--- src/rtl/zw_pkg.sv ---
// Shared code constants and FSM encoding for the z/w sample classifier.
package zw_pkg;

    localparam logic [1:0] CODE_NONE    = 2'b00;
    localparam logic [1:0] CODE_ONE     = 2'b01;
    localparam logic [1:0] CODE_BOTH    = 2'b11;
    localparam logic [1:0] CODE_ILLEGAL = 2'b10;

    typedef enum logic {
        IDLE  = 1'b0,
        ARMED = 1'b1
    } state_t;

endpackage

--- src/rtl/zw_classifier_sat_counter.sv ---
// Saturating up-counter with synchronous clear; holds at all-ones.
module sat_counter #(
    parameter int W = 8
) (
    input  logic         clock,
    input  logic         reset,
    input  logic         clear,
    input  logic         inc,
    output logic [W-1:0] count
);

    always_ff @(posedge clock or posedge reset) begin
        if (reset)
            count <= '0;
        else if (clear)
            count <= '0;
        else if (inc && (count != {W{1'b1}}))
            count <= count + 1'b1;
    end

endmodule

--- src/rtl/zw_classifier.sv ---
// Classifies {z,w} samples into none/one/both, counts them, flags the
// impossible 10 code and pulses match on a 01 -> 11 accepted pair.
module zw_classifier
    import zw_pkg::*;
#(
    parameter int W = 8
) (
    input  logic         clock,
    input  logic         reset,
    input  logic         valid,
    input  logic         z,
    input  logic         w,
    input  logic         clear,
    output logic [W-1:0] cnt_none,
    output logic [W-1:0] cnt_one,
    output logic [W-1:0] cnt_both,
    output logic         match,
    output logic         error
);

    logic [1:0] code;
    logic       accept;
    state_t     state, state_nx;
    logic       match_nx;

    assign code   = {z, w};
    assign accept = valid && !clear;

    sat_counter #(.W(W)) u_none (
        .clock(clock), .reset(reset), .clear(clear),
        .inc(accept && (code == CODE_NONE)), .count(cnt_none)
    );

    sat_counter #(.W(W)) u_one (
        .clock(clock), .reset(reset), .clear(clear),
        .inc(accept && (code == CODE_ONE)), .count(cnt_one)
    );

    sat_counter #(.W(W)) u_both (
        .clock(clock), .reset(reset), .clear(clear),
        .inc(accept && (code == CODE_BOTH)), .count(cnt_both)
    );

    always_ff @(posedge clock or posedge reset) begin
        if (reset)
            state <= IDLE;
        else
            state <= state_nx;
    end

    // Idle cycles hold the state so a gap does not break a 01 -> 11 pair.
    always_comb begin
        state_nx = state;
        match_nx = 1'b0;
        if (clear) begin
            state_nx = IDLE;
        end else if (valid) begin
            match_nx = (state == ARMED) && (code == CODE_BOTH);
            state_nx = (code == CODE_ONE) ? ARMED : IDLE;
        end
    end

    always_ff @(posedge clock or posedge reset) begin
        if (reset) begin
            match <= 1'b0;
            error <= 1'b0;
        end else begin
            match <= match_nx;
            if (clear)
                error <= 1'b0;
            else if (accept && (code == CODE_ILLEGAL))
                error <= 1'b1;
        end
    end

endmodule

--- config.mk ---
export PLATFORM = sky130hd
export DESIGN_NAME = zw_classifier
export DESIGN_NICKNAME = d
export VERILOG_FILES = /design/src/rtl/zw_pkg.sv /design/src/rtl/zw_classifier_sat_counter.sv /design/src/rtl/zw_classifier.sv
export SDC_FILE = /design/constraint.sdc
export NUM_CORES = 1
export LEC_CHECK = 0
export CELL_PAD_IN_SITES_DETAIL_PLACEMENT = 0
export CELL_PAD_IN_SITES_GLOBAL_PLACEMENT = 2
export CORE_UTILIZATION = 27
export DETAILED_ROUTE_END_ITERATION = 10
export GPL_ROUTABILITY_DRIVEN = 1
export PLACE_DENSITY_LB_ADDON = 0.15
export SYNTH_ARGS = -nofsm -noshare
export SYNTH_HDL_FRONTEND = slang
export SYNTH_SLANG_ARGS = --single-unit
--- constraint.sdc ---
create_clock -name clock -period 1.53 [get_ports clock]
set_input_delay 0.306 -clock clock [delete_from_list [all_inputs] [get_ports clock]]
set_output_delay 0.306 -clock clock [all_outputs]
set_load 0.01 [all_outputs]
# Yosys cells after proc, flatten, opt, wreduce, memory -nomap -nowiden
# Index checks and enable logic that the tools add are counted.
# op_classes
n_mux	13
addsub	3
eq_ne	6
n_reduce_logical	16
# op_table
op	n
2-to-1 mux 8 bit	6
adder 8 x 1 -> 8 bit, second input constant	3
inequality test 8 bit, second input constant	3
nonzero test 2 bit	5
logical AND 1 bit	9
2-to-1 mux 1 bit	7
equality test 2 bit, second input constant	2
equality test 2 x 1 -> 1 bit, second input constant	1
zero test 2 bit	1
zero test 1 bit	1
# word_totals
word_cells	44
out_inout_bits	26
regBits	27

# Longest topological paths before layout
# Gate-level depths: netlist (run 1).
# logic_depth
ltp_word	6
mapped_depth	6
mapped_depth_nobuf	5

# Modules after synthesis
# Synthesis (run 1) repeated with hierarchy kept, for this count alone.
# hier_totals
hier_cells	162
hier_area_um2	1676.6
# modules_own_cells
mod	seq_area_each_um2	cells_each	area_each_um2	instances
sat_counter	200.2	49	504.2	3
zw_classifier	75.1	15	163.9	1

# Worst setup path before layout (run 1)
# Ideal clock, no wire load.
# synth_timing
path_kind	reg-to-reg
start	register u_both.count[4]
end	register u_both.count[3]
synth_period_minus_slack_ns	1.566
path_stages_with_launch	5
arrival_ns	1.442
setup_time_ns	0.124
path_slack_ns	-0.036
t_required_ns	1.406
cell_sequence	dfrtp_1 > and4_1 > a41oi_1 > nor2_1 > a211o_1
# synth_between
elab_chain_cells	3
# synth_rtl
element	line_no	text
start, declared	zw_classifier_sat_counter.sv:9	output logic [W-1:0] count
start signal, assigned	zw_classifier_sat_counter.sv:18	count <= count + 1'b1;
inequality test 8 bit	zw_classifier_sat_counter.sv:17	else if (inc && (count != {W{1'b1}}))
logical AND 1 bit	zw_classifier_sat_counter.sv:17	
nonzero test 2 bit (no line)	--	
# Every way passes these cells.
# A chain may end at the register's enable or synchronous reset.

# Final worst setup path (run 1)
# layout_timing
start	register u_none.count[3]
end	register u_none.count[5]
# layout_between
elab_chain_cells	3
elab_cells_between_ends	6
classes_between	1 x add/sub; 1 x eq/ne; 2 x mux; 2 x reduce/logical
# layout_rtl
element	line_no
start, declared	zw_classifier_sat_counter.sv:9
start signal, assigned	zw_classifier_sat_counter.sv:18
adder 8 x 1 -> 8 bit / inequality test 8 bit (equally long branches)	zw_classifier_sat_counter.sv:18, zw_classifier_sat_counter.sv:17
2-to-1 mux 8 bit / logical AND 1 bit (equally long branches)	zw_classifier_sat_counter.sv:17
2-to-1 mux 8 bit / nonzero test 2 bit (equally long branches)	--
# Parallel ways exist; a longest one is shown, timed or not. The select of a mux whose other input is x is not followed.

==> results.yml, run 1 <==
floorplan:
  pin_count: 32
  core_area_um2: 4848
  num_rows: 25
  initial_core_util_pct: 28.80
  die_x_um: 73.92
  die_area_um2: 5463
  dieHeight_um: 73.92
logic_synthesis:
  ys_ff_latch: 27
  synth_cell_type_count: 42
  syn_area_um2: 1396
  yosys.area.top_type: "dfrtp_1"
  synth_top_area_share_pct: 48.39
  synth.area.top_cells: "dfrtp_1 (48%), nor2_1 (3.5%), nand3_1 (3.2%), xor2_1 (3.1%), a21oi_1 (2.9%)"
  async_flop_share_pct: 100.0
  synth_nets: 149
  synth.yosys.seq_area_share_pct: 48.39
  syn_inst: 140
  synth_edf_count: 0
  yosys_warnings: 0
  avgSynthCellArea_um2: 9.974
  synthFlopType: "dfrtp_1"
drt:
  wl_met2_mm: 2.031
  drtIter0Drc: 65
  avgRoutedWirePerCell_um: 14.40
  wl_met3_um: 92
  wl_mm: 4.047
  wl_met1_mm: 1.897
  final_antenna_net_count: 0
  highest_layer: "met4"
  vias: 1350
  vias_per_cell: 4.804
  drc_errors: 0
  drtPass1Iterations: 4
placed_design:
  dpl_worst_slack_ns: -0.5583
  dp_hpwl_mm: 2.584
  io_buffers: 31
  dpl.cell_count: 258
  place.gp.congestion: 0.8060
grt:
  grt_use_total_pct: 15.62
  grt_max_degree: 28
  grt_overflow_total: 0
  antenna_found_initial: 0
  grt_pass1_vias: 1381
  grt_pass1_wl_mm: 6.527
timing:
  setup_ws_ns: 0.02387
  final.setup.tns_ns: 0
  final.min_clock_period_ns: 1.506
  rsz0062_at_grt: "yes"
  hold_viol: 0
  max_slew_margin_pct: 75.54
  finClkSkew_ns: 0.001160
  setup_viol: 0
  period_share_pct: 98.44
  drv_slew: 0
  fmax_mhz: 664.0
  tightest_slew_ns: 0.3669
final_layout:
  nFillCells: 482
  nets: 224
  drive_above_1_share_pct: 30.37
  antenna_cells: 0
  stdcell_count: 281
  syn2layout_area_growth_pct: 60.13
critical_path:
  crit_path_end_kind: "flip-flop"
  regToRegSetupSlack_ns: 0.02
  cp.arrival_ns: 1.72
  crit_fanout: 8
  criticalPathCategory: "flip-flop to flip-flop"
  worstSetupStartpointType: "flip-flop"
  worstPathRequired_ns: 1.74
run:
  cap_viol_max_count: 0
clocking:
  worstSkewPairLatency_ns: 0.27
  path_clk_slew_ns: 0.09
  cts_buffers: 3
  cts_tree: "yes"
  root_buffer: "clkbuf_8"
  clockBufferDepth: 2
  cts.sinks: 27
  htreeDepth: 1
power_and_ir_drop:
  p_total_w: 0.001261
  ir_worst_vdd_mv: 0.3126
  p_leak_nw: 1.227
  p_per_area_nw_per_um2: 564.0
hold_path:
  hp-class: "input pin to asynchronous set/reset pin"
outcome:
  status: "complete, no violations"
-- where the power goes --
group / switching (W) / total (W) / leakage [nW] / internal (W)
registers: 0.00000664 / 0.000727 / 0.370 / 0.000720
logic: 0.0000615 / 0.000118 / 0.834 / 0.0000563
clock network: 0.000230 / 0.000417 / 0.0228 / 0.000187
-- state kept, by name (all words and copies together) (netlist names) --
name and cells:
error 1, u_both.count 8, u_one.count 8, state 1
u_none.count 8, match 1
-- area by class of cell --
type / instances / area (um^2) / share of cell area (%)
Multi-Input combinational cell: 105 / 764.5 / 34.19
Sequential cell: 27 / 679.4 / 30.39
Timing Repair Buffer: 73 / 644.4 / 28.82
Tap cell: 67 / 83.83 / 3.749
Clock buffer: 4 / 45.04 / 2.015
Inverter: 5 / 18.77 / 0.8394
-- what timing repair did --
action | in CTS | in global routing
setup buffers | 14 | 5
endpoints found under the setup margin | 39 | 24
pin swaps | 2 | 5
hold buffers | 0 | 0
resized for setup | 25 | 24
-- kinds of logic after synthesis --
kind of cell / synth area share (%)
xor+xnor: 3.763
fa+ha+maj: 2.688
compound gates: 16.85
mux: 2.957
flops: 48.39
buf+inv: 2.688
simple gates: 22.67
-- Yosys cell counts (2+ instances only) --
cell type  instances
inv_1              5
or4_1              2
clkbuf_1           2
nor3_1             3
or3_1              4
and3_1             3
mux2i_1            3
o2111ai_1          2
nand3b_1           2
ha_1               3
and4_1             2
nand4_1            3
nand2_1            7
xor2_1             5
nand3_1            9
a21o_1             2
a21oi_1            8
o31ai_1            4
dfrtp_1           27
nor2_1            13
o21ai_0            8
a211o_1            3
-- cells in the final DEF, fill, tap and decap left out, types with 2 or more instances in the layout --
cell / count
a211o_1: 3
a21o_1: 2
a21oi_1: 7
and3_1: 3
and4_1: 2
buf_4: 39
buf_6: 3
clkbuf_8: 3
clkdlybuf4s15_1: 3
clkdlybuf4s50_1: 4
dfrtp_1: 24
dfrtp_2: 3
dlygate4sd2_1: 14
dlymetal6s2s_1: 10
ha_4: 3
inv_1: 5
mux2i_1: 3
nand2_1: 7
nand3_1: 7
nand3_2: 2
nand3b_1: 2
nand4_1: 3
nor2_1: 12
nor3_1: 3
o21ai_0: 8
o31ai_1: 4
or3_1: 4
or4_1: 2
xor2_1: 5
-- worst max-delay path, cell delays in order, from the launching register on --
cell and delay, ns:
dfrtp_1 0.41, buf_6 0.13, nand4_1 0.18, o21bai_4 0.11, or4_1 0.49, a21oi_2 0.13
-- path summary, 6_finish.rpt --
kind,start,to,cells past startpoint
max,u_none.count[3],u_none.count[5],5
min,reset,u_none.count[7],3
max reg2reg,u_none.count[3],u_none.count[5],5
min reg2reg,state,state,1
max in group asynchronous,reset,u_both.count[2],3
min in group clock,state,state,1
-- routing by layer --
layer | up-vias | global-route usage [%]
li1 | 669 | -
met1 | 657 | 20.27
met2 | 22 | 26.77
met3 | 2 | 2.881
met4 | 0 | 3.846
met5 | - | 0
-- through the flow --
step | area (um^2) | hold WS [ns] | util (%)
6_report | 2236 | 0.3960 | 46.12
5_1_grt | 2236 | 0.4580 | 46.12
4_1_cts | 2103 | 0.4082 | 43.38
3_5_place_dp | 1959 | 0.4756 | 40.41
3_3_place_gp | 1959 | 0.4635 | 40.41
2_1_floorplan | 1411 | 0.3587 | -
Note: power is estimated with default switching activity, not from simulation.
==> inputs of run 2 (changes only) <==
--- a/config.mk
+++ b/config.mk
@@ -5,6 +5,7 @@
 export SDC_FILE = /design/constraint.sdc
 export NUM_CORES = 1
 export LEC_CHECK = 0
+export CAP_MARGIN = 20
 export CELL_PAD_IN_SITES_DETAIL_PLACEMENT = 0
 export CELL_PAD_IN_SITES_GLOBAL_PLACEMENT = 2
 export CORE_UTILIZATION = 27
==> results of run 2 <==
The final DEF is identical to that of run 1; final timing and power are the same.
